**src/rtl/div_pkg.sv**
```systemverilog
// div_pkg: shared state encoding and sizing for the sequential restoring divider
package div_pkg;
  localparam int WIDTH_DEF = 16;
  localparam int CNT_W = 5;
  typedef enum logic [1:0] {IDLE, RUN, DONE} state_t;
endpackage

```
**src/rtl/cla16_subtractor.sv**
```systemverilog
// cla16_subtractor: a - b as a + ~b + 1 using 4-bit lookahead groups and a group carry generator
module cla16_subtractor (
  input  logic [15:0] a,
  input  logic [15:0] b,
  output logic [15:0] difference,
  output logic        carry_out
);
  logic [15:0] p, g, c;
  logic [3:0] gg, gp;
  logic [4:0] gc;
  assign p = a ^ ~b;
  assign g = a & ~b;
  for (genvar i = 0; i < 4; i++) begin : g_grp
    logic [3:0] p4, g4;
    assign p4 = p[4*i +: 4];
    assign g4 = g[4*i +: 4];
    assign c[4*i]   = gc[i];
    assign c[4*i+1] = g4[0] | (p4[0] & gc[i]);
    assign c[4*i+2] = g4[1] | (p4[1] & g4[0]) | (&p4[1:0] & gc[i]);
    assign c[4*i+3] = g4[2] | (p4[2] & g4[1]) | (&p4[2:1] & g4[0]) | (&p4[2:0] & gc[i]);
    assign gg[i] = g4[3] | (p4[3] & g4[2]) | (&p4[3:2] & g4[1]) | (&p4[3:1] & g4[0]);
    assign gp[i] = &p4;
  end
  // carry-in of 1 completes the two's-complement negation of b
  assign gc[0] = 1'b1;
  assign gc[1] = gg[0] | gp[0];
  assign gc[2] = gg[1] | (gp[1] & gg[0]) | (&gp[1:0]);
  assign gc[3] = gg[2] | (gp[2] & gg[1]) | (&gp[2:1] & gg[0]) | (&gp[2:0]);
  assign gc[4] = gg[3] | (gp[3] & gg[2]) | (&gp[3:2] & gg[1]) | (&gp[3:1] & gg[0]) | (&gp[3:0]);
  assign difference = p ^ c;
  assign carry_out = gc[4];
endmodule

```
**src/rtl/seq_restoring_divider16.sv**
```systemverilog
// seq_restoring_divider16: 16-cycle restoring unsigned divider with divide-by-zero flag
module seq_restoring_divider16
  import div_pkg::*;
#(
  parameter int WIDTH = WIDTH_DEF
) (
  input  logic             clk,
  input  logic             rst_n,
  input  logic             start,
  input  logic [WIDTH-1:0] dividend,
  input  logic [WIDTH-1:0] divisor,
  output logic             busy,
  output logic             done,
  output logic [WIDTH-1:0] quotient,
  output logic [WIDTH-1:0] remainder,
  output logic             div_by_zero
);
  state_t state;
  logic [CNT_W-1:0] cnt;
  logic [WIDTH-1:0] d, diff;
  logic [WIDTH:0] t;
  logic cout, ok;
  assign t = {remainder, quotient[WIDTH-1]};
  // a set T[16] means the partial remainder already exceeds any 16-bit divisor
  assign ok = cout | t[WIDTH];
  cla16_subtractor u_sub (
    .a(t[WIDTH-1:0]),
    .b(d),
    .difference(diff),
    .carry_out(cout)
  );
  always_ff @(posedge clk or negedge rst_n) begin
    if (!rst_n) begin
      state <= IDLE;
      busy <= 1'b0;
      done <= 1'b0;
      quotient <= '0;
      remainder <= '0;
      div_by_zero <= 1'b0;
      cnt <= '0;
      d <= '0;
    end else begin
      case (state)
        IDLE: begin
          done <= 1'b0;
          if (start) begin
            d <= divisor;
            cnt <= '0;
            busy <= 1'b1;
            div_by_zero <= 1'b0;
            state <= (divisor == '0) ? DONE : RUN;
            quotient <= (divisor == '0) ? '1 : dividend;
            remainder <= (divisor == '0) ? dividend : '0;
          end
        end
        RUN: begin
          remainder <= ok ? diff : t[WIDTH-1:0];
          quotient <= {quotient[WIDTH-2:0], ok};
          cnt <= cnt + 1'b1;
          if (cnt == CNT_W'(WIDTH - 1)) begin
            state <= DONE;
            done <= 1'b1;
          end
        end
        default: begin
          // a zero divisor skips RUN, so its done pulse is issued on the way out
          state <= IDLE;
          busy <= 1'b0;
          done <= (d == '0);
          div_by_zero <= (d == '0);
        end
      endcase
    end
  end
endmodule

```
**config.mk**
```make
export PLATFORM = sky130hd
export DESIGN_NAME = seq_restoring_divider16
export DESIGN_NICKNAME = d
export VERILOG_FILES = /design/src/rtl/div_pkg.sv /design/src/rtl/cla16_subtractor.sv /design/src/rtl/seq_restoring_divider16.sv
export SDC_FILE = /design/constraint.sdc
export NUM_CORES = 1
export LEC_CHECK = 0
export ABC_AREA = 1
export BUFFER_PORTS_ARGS = -buffer_cell sky130_fd_sc_hd__clkbuf_2
export CAP_MARGIN = 25
export CELL_PAD_IN_SITES_DETAIL_PLACEMENT = 0
export CELL_PAD_IN_SITES_GLOBAL_PLACEMENT = 1
export CORE_MARGIN = 2
export CORE_UTILIZATION = 30
export CTS_BUF_LIST = sky130_fd_sc_hd__clkbuf_8
export CTS_CLUSTER_DIAMETER = 150
export DETAILED_ROUTE_END_ITERATION = 8
export GPL_TIMING_DRIVEN = 0
export PLACE_DENSITY = 0.6
export SLEW_MARGIN = 20
export SYNTH_ARGS = -nofsm -noshare
export SYNTH_HDL_FRONTEND = slang
export SYNTH_SLANG_ARGS = --single-unit
export TNS_END_PERCENT = 5
```
**constraint.sdc**
```tcl
create_clock -name clk -period 2.8 [get_ports clk]
set_input_delay 0 -clock clk [delete_from_list [all_inputs] [get_ports clk]]
set_output_delay 0 -clock clk [all_outputs]
set_load 0.01 [all_outputs]
```
=== Word-level counts from Yosys, hierarchy flattened ===
Index checks and enable logic that the tools add are counted.

* Register bits after elaboration: 58
* Bits of input ports: 35

* Add/subtract/negate cells: 1
* Muxes and demuxes: 19
* Bitwise logic cells: 91
* Equal/unequal tests: 4
* Reductions and logical operators: 38

{| class="wikitable"
|+ Operators by type and width
! cell !! number
|-
| $mux W16 || 5
|-
| $pmux W16 S2 || 2
|-
| $or A1 B1 Y1 || 47
|-
| $and A1 B1 Y1 || 39
|-
| $logic_not A16 Y1 || 2
|-
| $reduce_and A2 Y1 || 16
|-
| $xor A16 B16 Y16 || 2
|-
| $reduce_and A12 Y1 || 2
|-
| $reduce_and A3 Y1 || 8
|-
| $reduce_and A8 Y1 || 3
|-
| $and A16 B16 Y16 || 1
|-
| $not A16 Y16 || 1
|-
| $reduce_and A16 Y1 || 1
|-
| $reduce_and A4 Y1 || 4
|-
| $pmux W5 S2 || 1
|-
| $mux W2 || 3
|-
| $pmux W1 S2 || 3
|-
| $add A5 B1 Y5 const B || 1
|-
| $eq A5 B4 Y1 const B || 1
|-
| $mux W5 || 1
|-
| $ne A2 B2 Y1 const B || 2
|-
| $pmux W2 S2 || 1
|-
| $mux W1 || 3
|-
| $eq A2 B1 Y1 const B || 1
|-
| 3 further kinds || 3
|}

=== Depth between registers and ports, before layout ===
* Depth in word-level cells: 15
* Mapped depth: 14
* Mapped depth without buffers: 14

=== Modules after synthesis ===
From an unflattened synthesis, not the netlist that was laid out.

* Cell total of the unflattened synthesis: 627
* Area total of the unflattened synthesis: 4242.8 um^2

{| class="wikitable"
|+ Modules (own cells, without submodules)
! module !! times used !! cells an instance !! area an instance (um^2)
|-
| seq_restoring_divider16 || 1 || 488 || 3405.8
|-
| cla16_subtractor || 1 || 139 || 837.1
|}

=== Least setup slack after synthesis ===
OpenSTA, ideal clock, no wires.

* Kind: register -> register
* From: register remainder[5]
* To: register remainder[13]
* Path slack: 0.628 ns
* Data arrival time: 2.054 ns
* Cell stages (with the launch flop): 14
* Data required time: 2.681 ns
* Setup time: 0.119 ns
* Path through: dfrtp_1 ha_1 nand2_2 nor2_1 nand2_1 nand3_1 nand2_1 nand2_1 inv_1 fa_1 xnor2_1 nand3_1 nand3_1 o21a_1

* Word-level cells in the longest chain between the ends: 14
* Elaborated cells between the ends (all ways): 30
* Classes of those cells: 2 x mux; 22 x bitwise; 6 x reduce/logical

{| class="wikitable"
|+ Ends and longest elaborated chain
! item !! line !! RTL
|-
| start: declaration || seq_restoring_divider16.sv:15 || <nowiki>output logic [WIDTH-1:0] remainder,</nowiki>
|-
| start signal: assignment || seq_restoring_divider16.sv:53 || <nowiki>remainder <= (divisor == '0) ? dividend : '0;</nowiki>
|-
| start signal: assignment || seq_restoring_divider16.sv:57 || <nowiki>remainder <= ok ? diff : t[WIDTH-1:0];</nowiki>
|-
| $and A16 B16 Y16 or $xor A16 B16 Y16 (tied branches) || cla16_subtractor.sv:12, cla16_subtractor.sv:11 ||
|-
| $and A1 B1 Y1 or $reduce_and A2 Y1 (tied branches) || cla16_subtractor.sv:21 || <nowiki>assign gg[i] = g4[3] | (p4[3] & g4[2]) | (&p4[3:2] & g4[1]) | (&p4[3:1] & g4[0]);</nowiki>
|-
| $or A1 B1 Y1 or $and A1 B1 Y1 (tied branches) || cla16_subtractor.sv:21 ||
|-
| $or A1 B1 Y1 (2 in a row) || cla16_subtractor.sv:21 ||
|-
| $and A1 B1 Y1 || cla16_subtractor.sv:28 || <nowiki>assign gc[3] = gg[2] | (gp[2] & gg[1]) | (&gp[2:1] & gg[0]) | (&gp[2:0]);</nowiki>
|-
| $or A1 B1 Y1 (3 in a row) || cla16_subtractor.sv:28 ||
|-
| $and A1 B1 Y1 || cla16_subtractor.sv:18 || <nowiki>assign c[4*i+1] = g4[0] | (p4[0] & gc[i]);</nowiki>
|-
| $or A1 B1 Y1 || cla16_subtractor.sv:18 ||
|-
| $xor A16 B16 Y16 || cla16_subtractor.sv:30 || <nowiki>assign difference = p ^ c;</nowiki>
|-
| $mux W16 * || seq_restoring_divider16.sv:57 ||
|-
| $pmux W16 S2 * || seq_restoring_divider16.sv:43 || <nowiki>case (state)</nowiki>
|}

Every way passes the cells marked *; elsewhere a longest branch is shown, timed or not.
A chain may end at the register's enable or synchronous reset.

=== Worst setup path after layout ===
* From: register quotient[15]
* To: register remainder[8]

* Word-level cells in the longest chain between the ends: 9
* Elaborated cells between the ends (all ways): 16
* Classes of those cells: 2 x mux; 12 x bitwise; 2 x reduce/logical

{| class="wikitable"
|+ Ends and longest elaborated chain
! item !! line !! RTL
|-
| start: declaration || seq_restoring_divider16.sv:14 || <nowiki>output logic [WIDTH-1:0] quotient,</nowiki>
|-
| start signal: assignment || seq_restoring_divider16.sv:52 || <nowiki>quotient <= (divisor == '0) ? '1 : dividend;</nowiki>
|-
| start signal: assignment || seq_restoring_divider16.sv:58 || <nowiki>quotient <= {quotient[WIDTH-2:0], ok};</nowiki>
|-
| $and A16 B16 Y16 || cla16_subtractor.sv:12 || <nowiki>assign g = a & ~b;</nowiki>
|-
| $and A1 B1 Y1 || cla16_subtractor.sv:21 ||
|-
| $or A1 B1 Y1 || cla16_subtractor.sv:21 ||
|-
| $and A1 B1 Y1, on equally long branches || cla16_subtractor.sv:27, cla16_subtractor.sv:29 ||
|-
| $or A1 B1 Y1, on equally long branches (2 in a row) || cla16_subtractor.sv:27, cla16_subtractor.sv:29 ||
|-
| $xor A16 B16 Y16 or $or A1 B1 Y1 (tied branches) || cla16_subtractor.sv:30, seq_restoring_divider16.sv:25 ||
|-
| $mux W16 * || seq_restoring_divider16.sv:57 ||
|-
| $pmux W16 S2 * || seq_restoring_divider16.sv:43 ||
|}

Marks and branches as above.

==> flow_metrics.env <==
export IMPL_status="completed"
export IMPL_synth_nets=527
export IMPL_holdWs_ns=0.008823
export IMPL_utilization=0.3866
export IMPL_hold_class="in -> reg"
export IMPL_worst_pin_slew_ns=0.6262
export IMPL_synth_avg_cell_area_um2=7.832
export IMPL_top_level_ports=70
export IMPL_critPathSlowestCell="fa_1"
export IMPL_place_ws_ns=0.2212
export IMPL_crit_arrival_ns=2.80
export IMPL_finalNetCount=627
export IMPL_synth_top_cell_by_area="dfrtp_1"
export IMPL_cts_buffers=9
export IMPL_rsz0062_at_grt="no"
export IMPL_endpoint="remainder[8]"
export IMPL_cts_path_max_buffers=2
export IMPL_drive_above_1_share=0.2157
export IMPL_worst_setup_path_type="reg -> reg"
export IMPL_drtIter0Drc=139
export IMPL_ys_seq_elements=58
export IMPL_finalMaxSlewViolations=0
export IMPL_place_inst=687
export IMPL_first_global_vias=3587
export IMPL_wire_per_inst_um=16.48
export IMPL_cts_root_buffer="clkbuf_8"
export IMPL_cts_htree_levels=3
export IMPL_setup_viol=0
export IMPL_grt_pass1_wl_um=18660
export IMPL_fin_skew_ns=0.009504
export IMPL_grt_max_degree=31
export IMPL_synth_cell_types=43
export IMPL_antenna_found_initial=0
export IMPL_leakagePower_nw=2.399
export IMPL_num_vias=3568
export IMPL_yosysMostFrequentCell="nand2_1"
export IMPL_min_period_ns=2.522
export IMPL_synth_flop_cell="dfrtp_1"
export IMPL_ff2ff_setup_slack_ns=0.28
export IMPL_fillers=1308
export IMPL_dp_hpwl_um=9006
export IMPL_start_util=0.3065
export IMPL_clkTransAtPathRegs_ns=0.07
export IMPL_detail_route_first_pass_iterations=5
export IMPL_path_max_fanout=4
export IMPL_antenna_left=0
export IMPL_cp_startpoint="quotient[15]"
export IMPL_hold_viol_final=0
export IMPL_fmax_ghz=0.3965
export IMPL_required_ns=3.08
export IMPL_clock_sinks=58
export IMPL_r2r_start="quotient[15]"
export IMPL_num_rows=40
export IMPL_cp_depth=11
export IMPL_worst_setup_path_end_kind="flip-flop"
export IMPL_synth_seq_area_share=0.3943
export IMPL_cp_start_kind="flip-flop"
export IMPL_placed_cell_area_mm2=0.004233
export IMPL_r2r_end="remainder[8]"
export IMPL_clk_latency_ns=0.35
export IMPL_worst_path_buf_inv=2
export IMPL_power_mw=6.812
export IMPL_final_cell_area_mm2=0.004643
export IMPL_routed_via_density=4.942
export IMPL_die_area_mm2=0.01317
export IMPL_drv_cap=0
export IMPL_async_reset_ff_frac=1.000
export IMPL_dieWidth_um=114.8
export IMPL_core_mm2=0.01201
export IMPL_vdd_drop_max_mv=0.4274
export IMPL_synth_top_area_frac=0.3943
export IMPL_yosys_top_cells_area="dfrtp_1 (39%), nand2_1 (9.2%), inv_1 (7.9%)"
export IMPL_synthesis_area_mm2=0.003681
export IMPL_syn_to_final_growth_pct=26.14
export IMPL_slew_headroom=0.5825
export IMPL_track_usage=0.1880
export IMPL_synth_common_cells="nand2_1 (90), inv_1 (77), dfrtp_1 (58), o21ai_0 (55), nand3_1 (25)"
export IMPL_reg2regPathDepth=11
export IMPL_dieHeight_um=114.8
export IMPL_cts_tree="built"
export IMPL_io_buffers=69
export IMPL_finalWirelength_um=11900
export IMPL_power_density_mw_per_mm2=1467
export IMPL_max_stage_delay_ns=0.48
export IMPL_crit_chain="inv_1, ha_1, nand2_1, inv_1, nand2_1, nand3_1, a21oi_1, fa_1, a21oi_1, o21ai_0, a21boi_1"
export IMPL_synth_cells=470
export IMPL_worst_slack_ns=0.2779
export IMPL_final_cell_count_no_fill=722
export IMPL_synth_warnings=0
export IMPL_critical_path_top_delay_family="adder cells"
export IMPL_gp_congestion=0.7974
export IMPL_antenna_cells=0
export IMPL_layout_worst_path_cycle_share=0.9007
export IMPL_grt_overflow=0
export IMPL_timing_setup_tns_ns=0
export IMPL_drc=0
export IMPL_synth_edf_count=0
==> sequential cells by signal (all words and copies together) (netlist names) <==
signal / flops
done: 1
d: 16
div_by_zero: 1
remainder: 16
cnt: 5
quotient: 16
state: 2
busy: 1
==> how the worst min path moves through the flow <==
stage | start | slack, ns | cells past startpoint | end
detailed placement | rst_n | 0.0002 | 1 | quotient[11]
CTS | dividend[4] | 0.0007 | 3 | quotient[4]
finish | dividend[11] | 0.009 | 3 | quotient[11]
global placement | divisor[4] | 0.25 | 3 | d[4]
global route | dividend[14] | 0.02 | 3 | quotient[14]
floorplan | rst_n | -0.30 | 0 | busy
==> layer usage <==
metal / track usage / wire length (µm) / vias up
met2: 0.2978 / 5506 / 78
met3: 0.02847 / 523 / 28
li1: - / - / 1747
met4: 0.09639 / 426 / 0
met1: 0.2506 / 5440 / 1715
met5: 0 / 0 / -
==> final cells by class <==
class	instances	area (µm²)	share of cell area
clock inverter	6	81.33	0.01752
sequential	58	1453	0.3129
clock buffer	10	137.6	0.02964
multi-input combinational	315	1842	0.3967
timing repair buffer	89	558.0	0.1202
inverter	81	304.0	0.06548
tap	147	183.9	0.03961
buffer	16	83.83	0.01805
==> repair_timing <==
| action | in CTS | in global routing |
|---|---|---|
| hold endpoints to repair | 70 | 0 |
| resized for setup | 0 | 1 |
| setup endpoints to repair | 0 | 1 |
| hold buffers | 19 | 0 |
| setup buffers | 0 | 0 |
==> cell usage in the layout (no fill, tap or decap), types with 3 or more instances in the layout <==
cell	n
a21boi_1	9
a21oi_1	18
a2bb2oi_1	9
buf_2	7
clkbuf_1	7
clkbuf_2	68
clkbuf_8	10
dfrtp_1	57
dlygate4sd3_1	19
fa_1	3
ha_1	19
inv_1	78
inv_2	4
nand2_1	90
nand2_2	4
nand3_1	25
nand4_1	6
nor2_1	17
nor2_2	4
nor3_1	3
o21a_1	5
o21ai_0	55
o22ai_1	10
or2_2	9
xnor2_1	4
==> worst register-to-register path, delay by kind of cell, from the launching register on <==
family,cells,cell delay [ns]
compound gates,4,0.70
fa+ha+maj,2,0.82
buf+inv,2,0.16
flops,1,0.44
simple gates,3,0.34
==> where the power goes <==
group | internal (mW) | total (mW) | switching [mW]
registers | 1.27 | 1.65 | 0.386
clock network | 0.519 | 0.890 | 0.371
logic | 1.71 | 4.27 | 2.56
==> logic make-up (layout without fill, tap and decap cells) <==
family | Yosys count | in the layout | synth area share
AND/OR/NAND/NOR | 167 | 167 | 0.2097
AO/OA/AOI/OAI | 120 | 120 | 0.1954
buffers and inverters | 97 | 202 | 0.1054
flip-flops | 58 | 58 | 0.3943
adder cells (fa/ha/maj) | 22 | 22 | 0.08090
XOR/XNOR | 6 | 6 | 0.01428
(Power assumes the default switching activity.)
